**src/rtl/ex_mult_iter_unit.sv**
```systemverilog
// Iterative shift-add multiplier for the EX stage: stalls upstream while it works and
// presents the low DATA_W product bits for one cycle. Optional MULT_EARLY_TERM_EN ends early once the multiplier is exhausted.
module ex_mult_iter_unit #(
  parameter int DATA_W         = 64,
  parameter int BITS_PER_CYCLE = 2
) (
  input  logic              clk,
  input  logic              rst,
  input  logic              start_i,
  input  logic              flush_i,
  input  logic [DATA_W-1:0] op_a_i,
  input  logic [DATA_W-1:0] op_b_i,
  output logic              stall_o,
  output logic              done_o,
  output logic [DATA_W-1:0] result_o,
  output logic              busy_o
);

  localparam int N     = DATA_W / BITS_PER_CYCLE;
  localparam int CNT_W = (N > 1) ? $clog2(N) : 1;

  typedef enum logic [1:0] {
    IDLE = 2'd0,
    BUSY = 2'd1,
    DONE = 2'd2
  } state_e;

  state_e              state_r;
  logic [DATA_W-1:0]   mcand_r;
  logic [DATA_W-1:0]   mplier_r;
  logic [DATA_W-1:0]   acc_r;
  logic [DATA_W-1:0]   result_r;
  logic [CNT_W-1:0]    cnt_r;
  logic                done_r;
  logic                busy_r;

  logic [DATA_W-1:0]   mplier_next_s;
  logic [DATA_W-1:0]   acc_next_s;
  logic                last_s;

  assign mplier_next_s = mplier_r >> BITS_PER_CYCLE;
  assign acc_next_s    = acc_r + (mcand_r * DATA_W'(mplier_r[BITS_PER_CYCLE-1:0]));

`ifdef MULT_EARLY_TERM_EN
  assign last_s = (cnt_r == {CNT_W{1'b0}}) || (mplier_next_s == {DATA_W{1'b0}});
`else
  assign last_s = (cnt_r == {CNT_W{1'b0}});
`endif

  // Flush or reset in the DONE cycle must hide the result from EX/MEM, so done/result gate late.
  assign stall_o  = ~rst & ~flush_i &
                    (((state_r == IDLE) & start_i) | (state_r == BUSY));
  assign done_o   = done_r & ~flush_i & ~rst;
  assign result_o = done_o ? acc_r : result_r;
  assign busy_o   = busy_r;

  // Control FSM and datapath registers.
  always_ff @(posedge clk) begin
    if (rst) begin
      state_r  <= IDLE;
      mcand_r  <= {DATA_W{1'b0}};
      mplier_r <= {DATA_W{1'b0}};
      acc_r    <= {DATA_W{1'b0}};
      result_r <= {DATA_W{1'b0}};
      cnt_r    <= {CNT_W{1'b0}};
      done_r   <= 1'b0;
      busy_r   <= 1'b0;
    end else begin
      case (state_r)
        IDLE: begin
          if (start_i && !flush_i) begin
            mcand_r  <= op_a_i;
            mplier_r <= op_b_i;
            acc_r    <= {DATA_W{1'b0}};
            cnt_r    <= CNT_W'(N - 1);
            busy_r   <= 1'b1;
`ifdef MULT_EARLY_TERM_EN
            if (op_b_i == {DATA_W{1'b0}}) begin
              state_r <= DONE;
              done_r  <= 1'b1;
            end else begin
              state_r <= BUSY;
              done_r  <= 1'b0;
            end
`else
            state_r <= BUSY;
            done_r  <= 1'b0;
`endif
          end else begin
            state_r <= IDLE;
            done_r  <= 1'b0;
            busy_r  <= 1'b0;
          end
        end
        BUSY: begin
          if (flush_i) begin
            state_r <= IDLE;
            done_r  <= 1'b0;
            busy_r  <= 1'b0;
          end else begin
            acc_r    <= acc_next_s;
            mcand_r  <= mcand_r << BITS_PER_CYCLE;
            mplier_r <= mplier_next_s;
            if (last_s) begin
              state_r <= DONE;
              done_r  <= 1'b1;
            end else begin
              cnt_r   <= cnt_r - CNT_W'(1);
              done_r  <= 1'b0;
            end
          end
        end
        DONE: begin
          // start_i is ignored here: ID/EX still holds the MUL that just finished.
          state_r <= IDLE;
          done_r  <= 1'b0;
          busy_r  <= 1'b0;
          if (!flush_i) begin
            result_r <= acc_r;
          end else begin
            result_r <= result_r;
          end
        end
        default: begin
          state_r <= IDLE;
          done_r  <= 1'b0;
          busy_r  <= 1'b0;
        end
      endcase
    end
  end

endmodule
```
**config.mk**
```make
export PLATFORM = sky130hd
export DESIGN_NAME = ex_mult_iter_unit
export DESIGN_NICKNAME = d
export VERILOG_FILES = /design/src/rtl/ex_mult_iter_unit.sv
export SDC_FILE = /design/constraint.sdc
export NUM_CORES = 1
export LEC_CHECK = 0
export CORE_ASPECT_RATIO = 0.5
export CORE_MARGIN = 1
export CORE_UTILIZATION = 45
export CTS_CLUSTER_SIZE = 8
export DETAILED_ROUTE_END_ITERATION = 10
export PLACE_DENSITY_LB_ADDON = 0.12
export SLEW_MARGIN = 20
export SYNTH_ARGS = -nofsm -noshare
export SYNTH_HDL_FRONTEND = slang
export SYNTH_SLANG_ARGS = --single-unit
```
**constraint.sdc**
```tcl
create_clock -name clk -period 4 [get_ports clk]
set_input_delay 0.8 -clock clk [delete_from_list [all_inputs] [get_ports clk]]
set_output_delay 0.8 -clock clk [all_outputs]
set_load 0.05 [all_outputs]
```
# --- Word level (Yosys, flattened, before mapping) ---
# Index checks and enable logic that the tools add are counted.
totals:
  register_bits: 265
  latch_bits: 0
  ramBits: 0
  romBits: 0
  in_bits: 132
  out_inout_bits: 67
  wordCells: 58
  mem_count: 0
classes:
  n_addsub: 2
  mul: 1
  div_mod_pow: 0
  n_lt_le_gt_ge: 0
  eq_ne: 7
  shift: 0
  n_mux: 22
  bitwise: 9
  reduce_logical: 9
ops:
  columns: ["op", "n"]
  rows:
  - ["$mux W64", 7]
  - ["$pmux W64 S2", 3]
  - ["$add A64 B64 Y64", 1]
  - ["$mul A64 B2 Y64", 1]
  - ["$mux W5", 3]
  - ["$pmux W5 S2", 1]
  - ["$ne A2 B2 Y1 const B", 3]
  - ["$and A1 B1 Y1", 5]
  - ["$logic_not A5 Y1", 1]
  - ["$sub A5 B1 Y5 const B", 1]
  - ["$mux W1", 4]
  - ["$mux W2", 2]
  - ["$pmux W2 S2", 1]
  - ["$reduce_and A4 Y1", 1]
  - ["$ne A3 B3 Y1 const B", 1]
  - ["$not A1 Y1", 3]
  - ["$reduce_and A3 Y1", 1]
  - ["$reduce_or A3 Y1", 1]
  - ["$eq A2 B1 Y1 const B", 1]
  - ["$eq A2 B2 Y1 const B", 1]
  - ["$logic_not A2 Y1", 1]
  - ["$ne A2 B1 Y1 const B", 1]
  - ["$pmux W1 S2", 1]
  - ["$reduce_and A2 Y1", 1]
  - ["4 further kinds", 4]

# --- Logic depth before layout (Yosys ltp) ---
depth:
  word_depth: 4
  ltp_mapped: 18
  mapped_depth_nobuf: 16

# --- Least setup slack after synthesis ---
# No wires, ideal clock.
synth_path:
  kind: "register -> register"
  start: "register mplier_r[1]"
  end: "register acc_r[61]"
  setup_time_ns: 0.127
  arrival_time_ns: 4.182
  required_ns: 3.873
  setup_slack_ns: -0.310
  stages_incl_launch_ff: 19
  n_path_buf: 2
  period_less_slack_ns: 4.310
  cell_sequence: "dfxtp_1 > clkbuf_1 > clkbuf_1 > nand2_1 > fa_1 > inv_1 > ha_1 > fa_1 > a21o_1 > a221o_2 > a31oi_4 > o21ai_2 > a31o_1 > and3_4 > a41oi_4 > o41ai_4 > a41oi_2 > xor2_1 > o21ai_1"
synth_between:
  elab_chain_cells: 4
synth_lines:
  columns: ["item", "line_no", "rtl"]
  rows:
  - ["from (decl)", "30", "logic [DATA_W-1:0] mplier_r;"]
  - ["from (signal assigned)", "62", "mplier_r <= {DATA_W{1'b0}};"]
  - ["from (signal assigned)", "73", "mplier_r <= op_b_i;"]
  - ["from (signal assigned)", "103", "mplier_r <= mplier_next_s;"]
  - ["$mul A64 B2 Y64", "42", "assign acc_next_s = acc_r + (mcand_r * DATA_W'(mplier_r[BITS_PER_CYCLE-1:0]));"]
  - ["$add A64 B64 Y64", "42", null]
  - ["$mux W64", "96", "if (flush_i) begin"]
  - ["$pmux W64 S2", "69", "case (state_r)"]
  - ["to (signal assigned)", "63", "acc_r <= {DATA_W{1'b0}};"]
  - ["to (signal assigned)", "74", "acc_r <= {DATA_W{1'b0}};"]
  - ["to (signal assigned)", "101", "acc_r <= acc_next_s;"]
  - ["to (decl)", "31", "logic [DATA_W-1:0] acc_r;"]
# Every way passes these cells. The select of a mux whose other input is x is not followed.
# A chain may end at the register's enable or synchronous reset.

# --- Final worst setup path ---
layout_path:
  start: "register mplier_r[1]"
  end: "register acc_r[37]"
# Same word-level chain as after synthesis.

==> impl_metrics.tcl <==
set metrics [dict create \
    r2r-start "mplier_r[1]" \
    cts_tree "built" \
    viasPerCell 5.31 \
    grt_max_degree 118 \
    grt_pass1_vias 15000 \
    num_antenna_cells 0 \
    worstSkewPairLatency_ps 540 \
    dpl-instance-area_sq_um 20200 \
    layout_setup_ws_ps -29.6 \
    timing.fmax_mhz 248 \
    core_area_sq_um 36500 \
    hp-start "result_r[40]" \
    crit_type "flip-flop to flip-flop" \
    route.detailed.drc 0 \
    vias 15300 \
    wirelength_um 48000 \
    final_cell_count_no_fill 2874 \
    synth_nets 2345 \
    clk_pin_slew_ps 50 \
    skew_ps 24.8 \
    final_util 0.610 \
    hold_ws_ps 449 \
    synth_edf_count 0 \
    ys.flop_type "dfxtp_1" \
    avgSynthCellArea_sq_um 8.15 \
    rsz0062_at_grt "yes" \
    status "finished with violations" \
    cts_root_buffer "clkbuf_16" \
    p_leak_nw 10.1 \
    die_x_um 277 \
    fin_crit_ps 4030 \
    final_hold_viol_count 0 \
    antenna_found_initial 0 \
    critPathCaptureType "flip-flop" \
    grtUsageTotal 0.246 \
    io_buffers 198 \
    power_mw 6.87 \
    crit_path_max_fanout 6 \
    post-place-ws_ps -161 \
    reg2reg_to "acc_r[37]" \
    dp_hpwl_um 33300 \
    std_cell_rows 49 \
    final.setup.tns_ps -37.6 \
    drive_gt1_frac 0.208 \
    holdCritPathClass "flip-flop to flip-flop" \
    slew_headroom 0.397 \
    yosysWarnings 0 \
    area_growth_pct 31.2 \
    ys_ff_latch 265 \
    grt_overflow_total 0 \
    synthCells 2085 \
    r2r_setup_slack_ps -30 \
    fin_nets 2647 \
    drtAntennaViolNets 0 \
    cp_data_required_time_ps 4410 \
    fp.dieH_um 139 \
    holdPathEnd "result_r[40]" \
    clk_path_buf_depth 3 \
    fin_area_sq_um 22300 \
    ys_seq_area_frac 0.312 \
    first_pass_iters 5 \
    violations "setup timing" \
    rr_worst_depth 18 \
    place.gp.congestion 0.900 \
    ir_drop_mv 0.271 \
    synth_area_sq_um 17000 \
    finalMaxSlewViolations 0 \
    cts_buffers 39 \
    synth-async-reset-ratio 0 \
    initialDrtViolationCount 846 \
    power_density_nw_per_um2 308 \
    cts.htree.levels 2 \
    worstMarginPinSlew_ps 905 \
    ys_types 69 \
    setup_viol 2 \
    design.die.area_sq_um 38600 \
    cp.arrival_ps 4440 \
    wl_per_cell_um 16.7 \
    min_path_cells 2 \
    start_util 0.465 \
    clkSinkCount 265 \
    io_pins 199 \
    postCtsHoldBufs 0 \
    timing.final.crit_share 1.01 \
    start_kind "flip-flop" \
    dp.cells 2787 \
    timing.max_cap.violations 0 \
    grt_pass1_wl_um 77900 \
]
==> registers in the layout (all words and copies together) (netlist names) <==
register / cells
busy_o: 1
cnt_r: 5
result_r: 64
acc_r: 64
mplier_r: 64
mcand_r: 64
state_r: 2
done_r: 1
==> cell usage in the layout, fill, tap and decap left out, drive strengths merged, types with 63 or more instances in the layout <==
master	count
fa	63
inv	202
a21oi	141
mux2	64
buf	270
o21ai	69
mux2i	124
dfxtp	265
ha	65
clkdlybuf4s50	131
nand2	343
a211oi	132
nor2	183
==> critical path, cell delays in order, from the launching register on <==
cell and delay (ps):
dfxtp_4 450, nand2_2 80, fa_1 480, inv_1 40
ha_2 200, fa_2 360, a21o_1 190, a221o_2 390
buf_6 130, a31oi_4 150, o21ai_2 80, a31o_1 250
and3_4 180, a41oi_4 310, buf_4 170, buf_6 90
o21bai_1 80, xnor2_1 170, o21ai_1 80
==> final cells by class <==
cell class / count / area (sq um)
tap: 484 / 606
multi-input combinational: 1478 / 11000
timing repair buffer: 402 / 3570
clock buffer: 41 / 1000
clock inverter: 3 / 33.8
sequential: 265 / 5310
inverter: 201 / 754
fill: 3239 / 14200
==> cell usage after synthesis (all sizes together), types with 7 or more instances <==
cell type    n  area share
nand2      343       0.076
dfxtp      265        0.31
inv        201       0.044
nor2       183       0.040
a21oi      141       0.042
a211oi     132       0.059
mux2i      124       0.073
clkbuf     123       0.027
o21ai       69       0.021
ha          65       0.048
mux2        64       0.042
fa          63       0.074
xnor2       37       0.019
a21o        35       0.015
xor2        26       0.013
a22oi       25       0.011
nand4       19      0.0070
buf         18      0.0043
nor3        17      0.0050
o21bai      17      0.0075
o21a        12      0.0053
a31oi       10      0.0046
and3         8      0.0032
nor2b        8      0.0029
and2         7      0.0026
==> timing repair <==
item                       CTS  global route
buffers inserted            22            19
gates resized for setup     52            74
gates cloned                 3             1
pin swaps                   26            60
setup endpoints to repair   12            22
==> power by group <==
group	total [mW]	switching [mW]	leakage, nW	internal, mW
clock network	2.96	1.20	0.510	1.76
logic	1.02	0.533	7.40	0.488
registers	2.88	0.111	2.16	2.77
total	6.87	1.85	10.1	5.02
==> cells by family after synthesis <==
group                      Yosys count  share of synthesized area
muxes                              188                      0.115
AOI/OAI and AO/OA                  488                      0.194
xor gates and xnor gates            63                     0.0325
and+or+nand+nor                    611                      0.147
buffers and inverters              342                     0.0760
DFF                                265                      0.312
adders and majority gates          128                      0.122
==> metal layers <==
metal  wire length [um]  up-vias  global-route usage
li1                   -     7672                   -
met1              22800     7242               0.334
met2              22100      286               0.402
met3               2310       61              0.0479
met4                790        0              0.0573
met5                  0        -                   0
==> how the worst max path moves through the flow <==
stage / endpoint / start / cells after the start
after floorplan: acc_r[61] / mplier_r[1] / 18
after global placement: acc_r[56] / mplier_r[1] / 17
after detailed placement: acc_r[56] / mplier_r[1] / 17
after CTS: acc_r[56] / mplier_r[1] / 17
after global routing: acc_r[56] / mplier_r[1] / 17
final: acc_r[37] / mplier_r[1] / 18
Power figures use the tool's default switching activity.
